### src/rtl/window_line_buffer.sv
// rtl/window_line_buffer.sv - multi-row pixel line buffer with staging prefetch and timed row advance
module window_line_buffer #(
    parameter int PIXEL_W = 24,
    parameter int ROWS    = 3,
    parameter int COLS    = 8,
    parameter int WIN     = 3
) (
    input  logic                        clk,
    input  logic                        rst,
    input  logic                        start_prime,
    input  logic                        start_prefetch,
    input  logic                        advance,
    input  logic [PIXEL_W-1:0]          pix_data,
    input  logic                        pix_valid,
    output logic                        pix_ready,
    output logic [ROWS*WIN*PIXEL_W-1:0] window,
    output logic                        window_valid,
    output logic                        stage_full,
    output logic                        prime_done,
    output logic                        prefetch_done,
    output logic                        advance_done,
    output logic                        busy
);

    localparam int CNT_W = $clog2(ROWS*COLS+1);
    localparam logic [CNT_W-1:0] PRIME_LAST = CNT_W'(ROWS*COLS-1);
    localparam logic [CNT_W-1:0] COLS_LAST  = CNT_W'(COLS-1);

    typedef enum logic [2:0] {
        S_IDLE     = 3'd0,
        S_PRIME    = 3'd1,
        S_READY    = 3'd2,
        S_PREFETCH = 3'd3,
        S_SHIFT    = 3'd4
    } state_t;

    state_t state, next_state;

    logic [CNT_W-1:0]   cnt;
    logic [PIXEL_W-1:0] line_q [ROWS][COLS];
    logic [PIXEL_W-1:0] stage_q [COLS];

    logic               acc;
    logic               prime_fin;
    logic               prefetch_fin;
    logic               shift_fin;
    logic               chain_en;
    logic [PIXEL_W-1:0] chain_src;
    logic               stage_load;
    logic               stage_drain;
    logic               stage_clr;

    assign acc          = pix_valid & pix_ready;
    assign prime_fin    = (state == S_PRIME)    && acc && (cnt == PRIME_LAST);
    assign prefetch_fin = (state == S_PREFETCH) && acc && (cnt == COLS_LAST);
    assign shift_fin    = (state == S_SHIFT)    && (cnt == COLS_LAST);

    // State register
    always_ff @(posedge clk or posedge rst) begin
        if (rst) begin
            state <= S_IDLE;
        end else begin
            state <= next_state;
        end
    end

    // Next-state logic; READY resolves simultaneous commands prime > advance > prefetch
    always_comb begin
        next_state = state;
        case (state)
            S_IDLE: begin
                if (start_prime) next_state = S_PRIME;
            end
            S_PRIME: begin
                if (prime_fin) next_state = S_READY;
            end
            S_READY: begin
                if (start_prime)                       next_state = S_PRIME;
                else if (advance && stage_full)        next_state = S_SHIFT;
                else if (start_prefetch && !stage_full) next_state = S_PREFETCH;
            end
            S_PREFETCH: begin
                if (prefetch_fin) next_state = S_READY;
            end
            S_SHIFT: begin
                if (shift_fin) next_state = S_READY;
            end
            default: next_state = S_IDLE;
        endcase
    end

    // Status outputs and datapath strobes decoded from the current state
    always_comb begin
        pix_ready    = (state == S_PRIME) || (state == S_PREFETCH);
        window_valid = (state == S_READY) || (state == S_PREFETCH);
        busy         = (state == S_PRIME) || (state == S_PREFETCH) || (state == S_SHIFT);
        chain_en     = ((state == S_PRIME) && acc) || (state == S_SHIFT);
        chain_src    = (state == S_SHIFT) ? stage_q[COLS-1] : pix_data;
        stage_load   = (state == S_PREFETCH) && acc;
        stage_drain  = (state == S_SHIFT);
        stage_clr    = (state == S_READY) && start_prime;
    end

    // Step counter: restarts on every state change, so it never reaches past ROWS*COLS
    always_ff @(posedge clk or posedge rst) begin
        if (rst) begin
            cnt <= '0;
        end else if (next_state != state) begin
            cnt <= '0;
        end else if (chain_en || stage_load) begin
            cnt <= cnt + 1'b1;
        end
    end

    // Row chain: all rows form one long shift register, newest pixel at line[0][0]
    always_ff @(posedge clk or posedge rst) begin
        if (rst) begin
            for (int r = 0; r < ROWS; r++) begin
                for (int j = 0; j < COLS; j++) begin
                    line_q[r][j] <= '0;
                end
            end
        end else if (chain_en) begin
            for (int r = 0; r < ROWS; r++) begin
                for (int j = COLS-1; j > 0; j--) begin
                    line_q[r][j] <= line_q[r][j-1];
                end
            end
            line_q[0][0] <= chain_src;
            for (int r = 1; r < ROWS; r++) begin
                line_q[r][0] <= line_q[r-1][COLS-1];
            end
        end
    end

    // Staging buffer: fills from the pixel stream, drains its oldest entry into the rows
    always_ff @(posedge clk or posedge rst) begin
        if (rst) begin
            for (int j = 0; j < COLS; j++) begin
                stage_q[j] <= '0;
            end
        end else if (stage_clr) begin
            for (int j = 0; j < COLS; j++) begin
                stage_q[j] <= '0;
            end
        end else if (stage_load || stage_drain) begin
            for (int j = COLS-1; j > 0; j--) begin
                stage_q[j] <= stage_q[j-1];
            end
            stage_q[0] <= stage_load ? pix_data : '0;
        end
    end

    // Staging-full flag and one-cycle completion pulses
    always_ff @(posedge clk or posedge rst) begin
        if (rst) begin
            stage_full    <= 1'b0;
            prime_done    <= 1'b0;
            prefetch_done <= 1'b0;
            advance_done  <= 1'b0;
        end else begin
            if (stage_clr || shift_fin) begin
                stage_full <= 1'b0;
            end else if (prefetch_fin) begin
                stage_full <= 1'b1;
            end
            prime_done    <= prime_fin;
            prefetch_done <= prefetch_fin;
            advance_done  <= shift_fin;
        end
    end

    // Window packing: row 0 in the most significant slice, column 0 at the low end of each row
    for (genvar r = 0; r < ROWS; r++) begin : g_row
        for (genvar j = 0; j < WIN; j++) begin : g_col
            assign window[(ROWS-1-r)*WIN*PIXEL_W + j*PIXEL_W +: PIXEL_W] = line_q[r][j];
        end
    end

endmodule

### config.mk
export PLATFORM = sky130hd
export DESIGN_NAME = window_line_buffer
export DESIGN_NICKNAME = d
export VERILOG_FILES = /design/src/rtl/window_line_buffer.sv
export SDC_FILE = /design/constraint.sdc
export NUM_CORES = 1
export LEC_CHECK = 0
export BUFFER_PORTS_ARGS = -buffer_cell sky130_fd_sc_hd__buf_2
export CAP_MARGIN = 0
export CELL_PAD_IN_SITES_DETAIL_PLACEMENT = 1
export CELL_PAD_IN_SITES_GLOBAL_PLACEMENT = 1
export CORE_UTILIZATION = 48
export DETAILED_ROUTE_END_ITERATION = 8
export PLACE_DENSITY = 0.76
export SLEW_MARGIN = 15
export SYNTH_ARGS = -nofsm -noshare
export SYNTH_HDL_FRONTEND = slang
export SYNTH_SLANG_ARGS = --single-unit
export TNS_END_PERCENT = 20
### constraint.sdc
create_clock -name clk -period 26.7 [get_ports clk]
set_input_delay 4.005 -clock clk [delete_from_list [all_inputs] [get_ports clk]]
set_output_delay 4.005 -clock clk [all_outputs]
set_load 0.01 [all_outputs]
==> flow_metrics.py <==
metrics = {
    "clocking": {
        "cts_tree": "done",
        "cts_setup_buffers": 0,
        "hold_buffers": 0,
        "htreeDepth": 3,
        "insertion_delay_ns": 0.60,
        "clk_path_buf_depth": 3,
        "root_buffer": "clkbuf_16",
        "cts_buffers": 68,
        "cts_resized": 0,
        "cts.sinks": 660,
        "clk_pin_slew_ns": 0.06,
    },
    "critical_path": {
        "crit_chain": "buf_2 > nand3b_1 > a21oi_4 > buf_4 > buf_4 > buf_4 > mux2_2",
        "start_kind": "input port",
        "startpoint": "pix_valid",
        "required_ns": 27.17,
        "crit_arrival_ns": 8.17,
        "rr_worst_depth": 6,
        "crit_fanout": 90,
        "path_common_cell": "buf_4",
        "timing.critical_path.to": "line_q[241]",
        "regToRegSetupSlack_ns": 21.86,
        "cp-end-kind": "flip-flop",
        "crit_slowest_cell": "buf_4",
        "r2r_start": "state[0]",
        "timing.rr.end": "line_q[241]",
        "worstSetupPathType": "in -> reg",
        "cp_slowest_stage_delay_ns": 0.91,
    },
    "route": {
        "wl_per_cell_um": 18.9,
        "ant_nets": 0,
        "viasPerCell": 5.19,
        "wl_um": 54600,
        "first_iter_violations": 737,
        "drcViolationCount": 0,
        "dr_total_vias": 15000,
        "dr.pass1.iters": 4,
    },
    "sta": {
        "rsz0062_at_grt": "no",
        "tightest_slew_ns": 1.09,
        "slew_violations": 0,
        "post-route-period-util_pct": 28.8,
        "holdWs_ns": 0.489,
        "setup_viol": 0,
        "hold_viol": 0,
        "finalCriticalPeriod_ns": 7.70,
        "fin_skew_ns": 0.0275,
        "relSlewSlack_pct": 26.8,
        "fmax_mhz": 130,
        "setup_slack_ns": 19.00,
        "fin_setup_tns_ns": 0,
    },
    "logic_synthesis": {
        "yosysSeqAreaShare_pct": 61.6,
        "yosys.area.top_type_share_pct": 61.6,
        "yosys.area.top_type": "dfrtp_1",
        "async_flop_share_pct": 100,
        "synth.net_count": 2121,
        "synth_flop_cell": "dfrtp_1",
        "yosysUniqueCellTypes": 40,
        "syn_inst": 2090,
        "yosys_warnings": 0,
        "yosys-top-cells-area": "dfrtp_1, mux2_2, buf_4",
        "synth.cell_area_mm2": 0.0268,
        "synth_seq_cells": 660,
        "synth_edf_count": 0,
        "syn_avg_cell_area_um2": 12.8,
    },
    "layout": {
        "fin_nets": 2125,
        "area_delta_synth_final_pct": 8.86,
        "fin_area_mm2": 0.0292,
        "diodes": 0,
        "nFillCells": 5528,
        "final_cell_mix": "dfrtp_1, mux2_2, nand2_1",
        "drive_gt1_share_pct": 35.4,
        "layout_commonest_cell": "dfrtp_1",
    },
    "place": {
        "port_buffers": 252,
        "dp_hpwl_um": 35100,
        "dpl_worst_slack_ns": 18.47,
        "globalplace.congestion": 0.809,
        "place_area_mm2": 0.0269,
    },
    "die": {
        "start_util_pct": 48.6,
        "ioPinCount": 253,
        "die_height_um": 238,
        "die_w_um": 238,
        "row_count": 86,
        "floorplan.core_area_mm2": 0.0552,
        "die-area_mm2": 0.0568,
    },
    "pwr": {
        "ir_drop_v": 0.0000548,
        "leakagePower_nw": 13.0,
        "p_per_area_mw_per_mm2": 111,
    },
    "grt": {
        "grt-ovfl-total": 0,
        "grt_usage_pct": 19.9,
        "grt_pass1_wl_um": 89500,
        "grt_pass1_vias": 16200,
        "grt_max_degree": 180,
        "antenna_found_initial": 0,
    },
    "run_status": {
        "status": "finished clean",
    },
    "job": {
        "drv_cap": 0,
    },
    "worst_hold_path": {
        "hold_path_class": "reg -> reg",
    },
}
==> flip-flops by register name (all words and copies together) (netlist names) <==
signal	flops
cnt	5
line_q	240
prefetch_done	1
advance_done	1
state	3
prime_done	1
window	216
stage_full	1
stage_q	192
==> area by class of cell <==
class                   instances  area [um2]  area share [%]
repair buffers                270        1410            4.82
multi-input cells            1091        8050            27.6
flip-flops and latches        660       16500            56.6
clock buffers                 104        2080            7.13
clock inverters                16         191           0.656
inverters                       3        18.8          0.0643
well taps                     748         936            3.20
==> worst min path at each step <==
stage / startpoint / endpoint / slack, ns / cells past startpoint
floorplan: line_q[247] / line_q[247] / 0.45 / 1
global placement: line_q[265] / line_q[265] / 0.47 / 1
detailed placement: line_q[309] / line_q[309] / 0.47 / 1
CTS: line_q[308] / line_q[308] / 0.49 / 1
global route: line_q[458] / line_q[434] / 0.50 / 1
finish: line_q[308] / line_q[308] / 0.49 / 1
==> synth_stat cells, types with 5 or more instances <==
cell type and instances:
dfrtp_1 660, clkbuf_1 16, mux2i_1 25, mux2_1 58, mux2_2 374, nor2_1 32, nand2_1 339, buf_4 235
nor3_1 6, buf_6 5, a22o_1 24, buf_2 80, a21oi_1 195
==> critical path, delay by kind of cell <==
kind | cells | cell delay, ns
buffers and inverters | 4 | 2.75
AOI/OAI and AO/OA | 1 | 0.61
muxes | 1 | 0.42
and+or+nand+nor | 1 | 0.14
==> stage by stage <==
stage | util, % | cells | total power [mW]
2_1_floorplan | - | 2090 | 2.20
3_3_place_gp | 48.8 | 2772 | 2.28
3_5_place_dp | 48.8 | 2772 | 2.33
4_1_cts | 52.9 | 2892 | 3.31
5_1_grt | 52.9 | 2892 | 3.44
6_report | 52.9 | 2892 | 3.26
==> power breakdown <==
group / switching, mW / internal, mW
registers: 0.248 / 1.35
logic: 0.315 / 0.394
clock network: 0.383 / 0.568
==> cells by family (layout without fill, tap and decap cells) <==
family                   Yosys count  after routing  synth area share, %
AO/OA/AOI/OAI                    230            230                 4.71
AND/OR/NAND/NOR                  398            398                 5.90
multiplexers                     457            457                 19.1
buffers and inverters            339            393                 8.54
flip-flops                       660            660                 61.6
XOR/XNOR                           5              5                0.163
adder cells (fa/ha/maj)            1              1               0.0466
==> metal layers <==
layer | GRT usage [%] | up-vias | wire [um] | part of all wire [%]
met2 | 33.7 | 219 | 28200 | 52
li1 | - | 6839 | - | -
met1 | 26.2 | 7881 | 23600 | 43
met3 | 3.46 | 79 | 1710 | 3.1
met4 | 5.71 | 0 | 1210 | 2.2
met5 | 0 | - | 0 | 0
Note: power is estimated with default switching activity, not from simulation.
